<file path="config.mk">
export PLATFORM = sky130hd
export DESIGN_NAME = regfile_read_server
export DESIGN_NICKNAME = d
export VERILOG_FILES = /design/src/rtl/regfile_read_server_pkg.sv /design/src/rtl/regfile_rsp_stage.sv /design/src/rtl/regfile_read_server.sv
export SDC_FILE = /design/constraint.sdc
export NUM_CORES = 1
export LEC_CHECK = 0
export CAP_MARGIN = 25
export CELL_PAD_IN_SITES_DETAIL_PLACEMENT = 1
export CELL_PAD_IN_SITES_GLOBAL_PLACEMENT = 1
export CORE_UTILIZATION = 48
export CTS_CLUSTER_SIZE = 8
export DETAILED_ROUTE_END_ITERATION = 7
export PLACE_DENSITY = 0.78
export SETUP_SLACK_MARGIN = 0.4
export SYNTH_ARGS = -nofsm -noshare
export SYNTH_HDL_FRONTEND = slang
export SYNTH_SLANG_ARGS = --single-unit
</file>
<file path="constraint.sdc">
create_clock -name clk -period 4 [get_ports clk]
set_clock_uncertainty 0.15 [all_clocks]
set_input_delay 0.8 -clock clk [delete_from_list [all_inputs] [get_ports clk]]
set_output_delay 0.8 -clock clk [all_outputs]
set_load 0.005 [all_outputs]
</file>
<file path="src/rtl/regfile_read_server_pkg.sv">
// Shared definitions for the register-file read server: default geometry,
// sweep FSM state encoding and the hard-wired zero register index.
package regfile_read_server_pkg;

    localparam int WIDTH_DEF = 32;
    localparam int DEPTH_DEF = 32;
    localparam int AW_DEF    = 5;
    localparam int ZERO_REG  = 0;

    typedef enum logic {
        ST_INIT = 1'b0,
        ST_RUN  = 1'b1
    } state_e;

endpackage

</file>
<file path="src/rtl/regfile_rsp_stage.sv">
// Single output register for the two read operands with valid/ready flow control.
// Data holds while a response is pending and the consumer is not ready.
module regfile_rsp_stage
    import regfile_read_server_pkg::*;
#(
    parameter int WIDTH = WIDTH_DEF
) (
    input  logic             clk,
    input  logic             reset_n,
    input  logic             load,
    input  logic [WIDTH-1:0] data_a_p0,
    input  logic [WIDTH-1:0] data_b_p0,
    input  logic             rsp_ready,
    output logic             rsp_valid,
    output logic [WIDTH-1:0] rsp_data_a,
    output logic [WIDTH-1:0] rsp_data_b
);

    logic             vld_p1;
    logic [WIDTH-1:0] data_a_p1;
    logic [WIDTH-1:0] data_b_p1;

    // p0 -> p1: a new accept always wins over draining the held response
    always_ff @(posedge clk) begin
        if (!reset_n) begin
            vld_p1    <= 1'b0;
            data_a_p1 <= '0;
            data_b_p1 <= '0;
        end else if (load) begin
            vld_p1    <= 1'b1;
            data_a_p1 <= data_a_p0;
            data_b_p1 <= data_b_p0;
        end else if (rsp_ready) begin
            vld_p1    <= 1'b0;
        end
    end

    assign rsp_valid  = vld_p1;
    assign rsp_data_a = data_a_p1;
    assign rsp_data_b = data_b_p1;

endmodule

</file>
<file path="src/rtl/regfile_read_server.sv">
// Register file with zeroing sweep after reset and a buffered dual read port.
// Define REGFILE_READ_BYPASS_EN to forward a same-cycle write into the read response.
module regfile_read_server
    import regfile_read_server_pkg::*;
#(
    parameter int WIDTH = WIDTH_DEF,
    parameter int DEPTH = DEPTH_DEF,
    parameter int AW    = AW_DEF
) (
    input  logic             clk,
    input  logic             reset_n,
    input  logic             wr_en,
    input  logic [AW-1:0]    wr_addr,
    input  logic [WIDTH-1:0] wr_data,
    input  logic             req_valid,
    output logic             req_ready,
    input  logic [AW-1:0]    req_addr_a,
    input  logic [AW-1:0]    req_addr_b,
    output logic             rsp_valid,
    input  logic             rsp_ready,
    output logic [WIDTH-1:0] rsp_data_a,
    output logic [WIDTH-1:0] rsp_data_b,
    output logic             init_done
);

    localparam logic [AW-1:0] ZERO_ADDR = AW'(ZERO_REG);
    localparam logic [AW-1:0] LAST_ADDR = AW'(DEPTH - 1);

    state_e            state, state_nxt;
    logic [AW-1:0]     sweep_ptr, sweep_ptr_nxt;
    logic [WIDTH-1:0]  mem [1:DEPTH-1];
    logic              wr_fire;
    logic              accept;
    logic [WIDTH-1:0]  rd_a_p0;
    logic [WIDTH-1:0]  rd_b_p0;

    always_ff @(posedge clk) begin
        if (!reset_n) begin
            state     <= ST_INIT;
            sweep_ptr <= AW'(1);
        end else begin
            state     <= state_nxt;
            sweep_ptr <= sweep_ptr_nxt;
        end
    end

    always_comb begin
        state_nxt     = state;
        sweep_ptr_nxt = sweep_ptr;
        if (state == ST_INIT) begin
            sweep_ptr_nxt = sweep_ptr + AW'(1);
            if (sweep_ptr == LAST_ADDR) begin
                sweep_ptr_nxt = ZERO_ADDR;
                state_nxt     = ST_RUN;
            end
        end
    end

    assign init_done = (state == ST_RUN);
    assign wr_fire   = (state == ST_RUN) && wr_en && (wr_addr != ZERO_ADDR);

    // Register 0 has no storage; the sweep pointer never reaches it
    always_ff @(posedge clk) begin
        if (reset_n) begin
            if (state == ST_INIT) begin
                mem[sweep_ptr] <= '0;
            end else if (wr_fire) begin
                mem[wr_addr] <= wr_data;
            end
        end
    end

    always_comb begin
        rd_a_p0 = '0;
        rd_b_p0 = '0;
        if (req_addr_a != ZERO_ADDR) rd_a_p0 = mem[req_addr_a];
        if (req_addr_b != ZERO_ADDR) rd_b_p0 = mem[req_addr_b];
`ifdef REGFILE_READ_BYPASS_EN
        if (wr_fire && (wr_addr == req_addr_a)) rd_a_p0 = wr_data;
        if (wr_fire && (wr_addr == req_addr_b)) rd_b_p0 = wr_data;
`endif
    end

    assign req_ready = (state == ST_RUN) && (!rsp_valid || rsp_ready);
    assign accept    = req_valid && req_ready;

    regfile_rsp_stage #(
        .WIDTH (WIDTH)
    ) u_rsp_stage (
        .clk        (clk),
        .reset_n    (reset_n),
        .load       (accept),
        .data_a_p0  (rd_a_p0),
        .data_b_p0  (rd_b_p0),
        .rsp_ready  (rsp_ready),
        .rsp_valid  (rsp_valid),
        .rsp_data_a (rsp_data_a),
        .rsp_data_b (rsp_data_b)
    );

endmodule

</file>
## Word level (Yosys, flattened, before mapping)

Memories as Yosys holds them, arrays and structs flattened.
Index checks and enable logic that the tools add are counted.
W data, S select, Z words.

- Reductions and logical operators: 11
- Add/sub/neg operators: 1
- Equality and inequality tests: 1
- Muxes and demuxes: 17

Operator list:

| cell | count |
|---|---|
| $mux W32 | 3 |
| $reduce_or A32 Y1 | 1 |
| $reduce_bool A5 Y1 | 3 |
| $mux W1 | 12 |
| $mux W5 | 2 |
| $add A5 B1 Y5 const B | 1 |
| $eq A5 B5 Y1 const B | 1 |
| $logic_and A1 B1 Y1 | 4 |
| $reduce_bool A2 Y1 | 1 |
| $logic_not A1 Y1 | 1 |
| $logic_or A1 B1 Y1 | 1 |

- Register bits: 71
- Input bits: 52
- Memories: 1
- Bits in writable memories: 992
- Output and inout port bits: 67

Memories:

| memory | words | bits a word | read ports | clocked after Yosys merged registers in | write ports | line | text |
|---|---|---|---|---|---|---|---|
| mem | 31 | 32 | 2 | 0 | 1 | regfile_read_server.sv:31 | `logic [WIDTH-1:0] mem [1:DEPTH-1];` |

## Depth between registers and ports, before layout

- Word-level depth: 8
- Mapped depth: 9

## Hierarchy

A second synthesis with hierarchy kept.

- Cells, all modules: 3,416
- Area, all modules: 49,982.9 um^2

By module, submodules not included:

| module | seq. area each (um^2) | cells each | area an instance (um^2) | instances |
|---|---|---|---|---|
| regfile_read_server | 29,908.7 | 3,207 | 47,485.5 | 1 |
| regfile_rsp_stage | 1,301.2 | 209 | 2,497.4 | 1 |

## Least setup slack after synthesis

Ideal clock, no wire load.

- Path kind: input-to-reg
- From: input port wr_addr[3]
- To: memory mem[17][0] (netlist bit) (enable)
- Path buffers: 1
- Arrival time: 3.351 ns
- Stages on the path: 5
- Setup slack: 0.077 ns
- Library setup time: 0.421 ns
- Cell sequence: clkbuf_1 -> or4_1 -> a2111oi_0 -> a31oi_1 -> nor2_1

- Longest elaborated chain between the ends: 8

RTL lines:

| what | line | text |
|---|---|---|
| start, declared | regfile_read_server.sv:13 | `input logic [AW-1:0] wr_addr,` |
| $reduce_bool A5 Y1 | regfile_read_server.sv:60 | `assign wr_fire = (state == ST_RUN) && wr_en && (wr_addr != ZERO_ADDR);` |
| $logic_and A1 B1 Y1 | regfile_read_server.sv:60 |  |
| $mux W1 | regfile_read_server.sv:67 | `end else if (wr_fire) begin` |
| $mux W1 | regfile_read_server.sv:65 | `if (state == ST_INIT) begin` |
| $mux W1 | regfile_read_server.sv:64 | `if (reset_n) begin` |
| $mux W1 (implied by the code) | regfile_read_server.sv:68 | `mem[wr_addr] <= wr_data;` |
| $reduce_or A32 Y1 (no source line) | -- |  |
| $mux W5 (no source line) / $mux W1 (equally long branches) | -- |  |
| end, declared | regfile_read_server.sv:31 |  |

Several ways; a longest one is shown, not always the timed one.

## Final worst setup path

- From: register state, in the netlist init_done
- To: output port req_ready

- Longest elaborated chain between the ends: 1

RTL lines:

| what | line | text |
|---|---|---|
| start, declared | regfile_read_server.sv:29 | `state_e state, state_nxt;` |
| start signal, assigned | regfile_read_server.sv:42 | `state <= state_nxt;` |
| $logic_and A1 B1 Y1 | regfile_read_server.sv:84 | `assign req_ready = (state == ST_RUN) && (!rsp_valid \|\| rsp_ready);` |
| end, declared | regfile_read_server.sv:16 | `output logic req_ready,` |

No other way between the ends.

==> reports/results.ini <==
[synth]
post_synth.cell_area_avg_um2=15.7
sequential_to_total_area_share_from_yosys_stat_pct=61.5
asyncSetResetFlopFracSynth_pct=0
synth-simple-area-share_pct=2.95
synth.ff_latch_count=1063
post_synthesis_adder_cell_area_fraction_pct=0.0493
synthCells=3228
syn_area_um2=50700
post_synth_xor_area_fraction_pct=0
number_of_flops_mapped_to_enable_cells_by_yosys=992
yosys_warnings=0
combinational_family_with_the_most_area_after_synthesis=multiplexers
yosysUniqueCellTypes=49
muxShareOfSynthArea_pct=21.7
synth-compound-area-share_pct=10.1
synth_ff_type=edfxtp_1
synth_fp_nets=3282

[worst_setup_path]
regToRegSetupSlack_ns=1.22
worstPathArrival_ns=2.40
setup.worst_path.start=init_done
critPathMaxFanout=17
crit_type=reg2out
crit_end=req_ready
crit-reg2reg-launch=init_done
regToRegEndpoint=mem[27][27]
crit_required_ns=3.05
crit_path_end_kind=output pin
cp-start-kind=flop
r2r.worst_path.cells=4

[routing]
initialDrtViolationCount=4437
detail_route.vias_per_cell=7.16
route.vias.total=35000
drt_drc_violations_left=0
avgRoutedWirePerCell_um=38.3
drt.antenna.violating_nets=0
total_length_of_routed_wires_um=187000
detailedRoute.firstPassIterationCount=6

[pwr]
leakage_nw=18.5
ir_drop_mv=0.434
power.density_nw_per_um2=442

[finish]
instances_no_fill=4886
final_instance_area_um2=58900
fillers=9507
flow.area_growth_from_synthesis_pct=16.2
num-nets-final=3466
post_route_cells_drive_above_1_share_pct=21.3

[floorplanning]
io-pin-count=119
fp.dieArea_um2=107000
rows=118
coreArea_um2=104000
die_height_um=327
floorplan.initialDensity_pct=48.7
chipWidth_um=327

[sta]
unrepaired_setup_endpoints_after_global_routing=no
max_slew_margin_vs_limit_pct=23.5
final_cycle_share_pct=83.7
max_freq_mhz=299
number_of_setup_violations_in_the_final_report=0
max_slew.worst_pin.slew_ns=1.15
totalNegativeSetupSlack_ns=0
report.final.hold_viol_count=0
hold_slack_ns=0.271
postLayoutSetupSlackWorst_ns=0.651
layout_min_cycle_time_ns=3.35
drv_slew=0

[placement]
gpl.final_weighted_congestion=0.883
dpl-instance-area_um2=54300
placedCellCount=4624
place_ws_ns=0.299
dpl.hpwl_um=113000
port_buffers=118

[cts]
htree_levels=4
worst_setup_hold_path_clk_slew_ns=0.06
tritoncts.num_buffers=151
ctsLongestPathBuffers=3
clk-insertion-delay-late_ns=0.76
clockRootBuffer=clkbuf_16
numClockSinks=1063
cts_tree=done

[grt]
grt.overflow.total=0
grt_pass1_wl_um=267000
grt_use_total_pct=35.0
grt_pass1_vias=37200
antenna_found_initial=6
grt_max_degree=85

[run]
maxcap_violations=0

[status]
outcome=finished, final reports clean

[worst_hold_path]
worst_hold_path_type=in2reg

state kept, by name (all words and copies together), names as in the netlist:
signal / cells
mem: 992
u_rsp_stage.rsp_data_b: 32
init_done: 1
u_rsp_stage.rsp_valid: 1
sweep_ptr: 5
u_rsp_stage.rsp_data_a: 32
cell usage in the layout (no fill, tap or decap), drive strengths merged, types with 65 or more instances in the layout:
| master | Yosys | final |
|---|---|---|
| inv | 72 | 76 |
| o21ai | 169 | 169 |
| a41oi | 65 | 65 |
| clkdlybuf4s50 | 0 | 107 |
| nor2 | 105 | 105 |
| edfxtp | 992 | 992 |
| nand2 | 71 | 71 |
| mux2i | 450 | 450 |
| dfxtp | 71 | 71 |
| buf | 138 | 203 |
| mux4 | 256 | 256 |
| clkbuf | 144 | 239 |
| o22ai | 129 | 129 |
| and2 | 97 | 97 |
what timing repair did:
action,in CTS,in global routing
hold buffers,0,0
resized for setup,0,1
setup endpoints to repair,0,1
buffers inserted,0,0
worst max-delay path, stage by stage (launching register included):
cell	delay, ns
dfxtp_2	0.46
buf_4	0.26
inv_2	0.20
nor2_1	0.18
clkdlybuf4s50_1	0.54
worst min-delay path by stage:
stage	startpoint	to	slack [ns]	cells past startpoint
finish	reset_n	sweep_ptr[1]	0.27	2
global route	reset_n	sweep_ptr[4]	0.27	2
CTS	reset_n	sweep_ptr[1]	0.24	2
detailed placement	u_rsp_stage.rsp_data_a[15]	u_rsp_stage.rsp_data_a[15]	0.36	2
global placement	u_rsp_stage.rsp_data_a[24]	u_rsp_stage.rsp_data_a[24]	0.36	2
floorplan	u_rsp_stage.rsp_data_a[21]	u_rsp_stage.rsp_data_a[21]	0.35	2
cells in the mapped netlist (all sizes together), types with 3 or more instances:
| master | count | area share [%] |
|---|---|---|
| nand3 | 3 | 0.030 |
| o31ai | 64 | 0.95 |
| a211oi | 64 | 0.95 |
| o2bb2ai | 38 | 0.66 |
| dfxtp | 71 | 2.8 |
| or4 | 3 | 0.044 |
| clkbuf | 144 | 1.1 |
| nand2 | 71 | 0.53 |
| and2 | 97 | 1.2 |
| or2 | 3 | 0.037 |
| edfxtp | 992 | 59 |
| o22ai | 129 | 1.6 |
| a2bb2oi | 29 | 0.50 |
| nand2b | 5 | 0.062 |
| mux2i | 450 | 8.9 |
| o21ai | 169 | 1.7 |
| o211ai | 64 | 0.95 |
| a221o | 26 | 0.51 |
| a31oi | 6 | 0.074 |
| a41oi | 65 | 1.1 |
| buf | 138 | 2.1 |
| inv | 72 | 0.53 |
| a21oi | 28 | 0.28 |
| nor2b | 11 | 0.14 |
| mux2 | 64 | 1.4 |
| mux4 | 256 | 11 |
| o221ai | 38 | 0.66 |
| nor2 | 105 | 0.78 |
logic make-up after synthesis:
family,after synthesis
mux,770
flops,1063
compound gates,730
simple gates,309
fa+ha+maj,2
buf+inv,354
per-stage QoR:
step                      util [%]  power (mW)
after detailed placement      52.2        14.2
after floorplan                  -        13.5
after global placement        52.1        14.1
after global routing          56.6        26.5
final                         56.6        26.0
after CTS                     56.3        26.1
metal layers:
layer | share of wire (%) | up-vias | GRT usage [%]
li1 | - | 13600 | -
met1 | 36 | 18100 | 45.1
met2 | 46 | 2622 | 53.9
met3 | 12 | 637 | 8.98
met4 | 6.4 | 4 | 20.4
met5 | 0.012 | - | 0
report_power, final:
| part | internal, mW | switching, mW |
|---|---|---|
| Combinational | 0.720 | 1.18 |
| Clock | 7.18 | 4.82 |
| Sequential | 12.1 | 0.0530 |
final cells by class:
class / instances / area [um2] / share of cell area [%]
flip-flops and latches: 1063 / 31200 / 53.0
multi-input cells: 1811 / 17900 / 30.4
clock buffers: 236 / 4230 / 7.17
repair buffers: 313 / 3440 / 5.83
well taps: 1380 / 1730 / 2.93
inverters: 72 / 270 / 0.459
clock inverters: 7 / 110 / 0.187
diodes: 4 / 10.0 / 0.0170
Power figures use the tool's default switching activity.
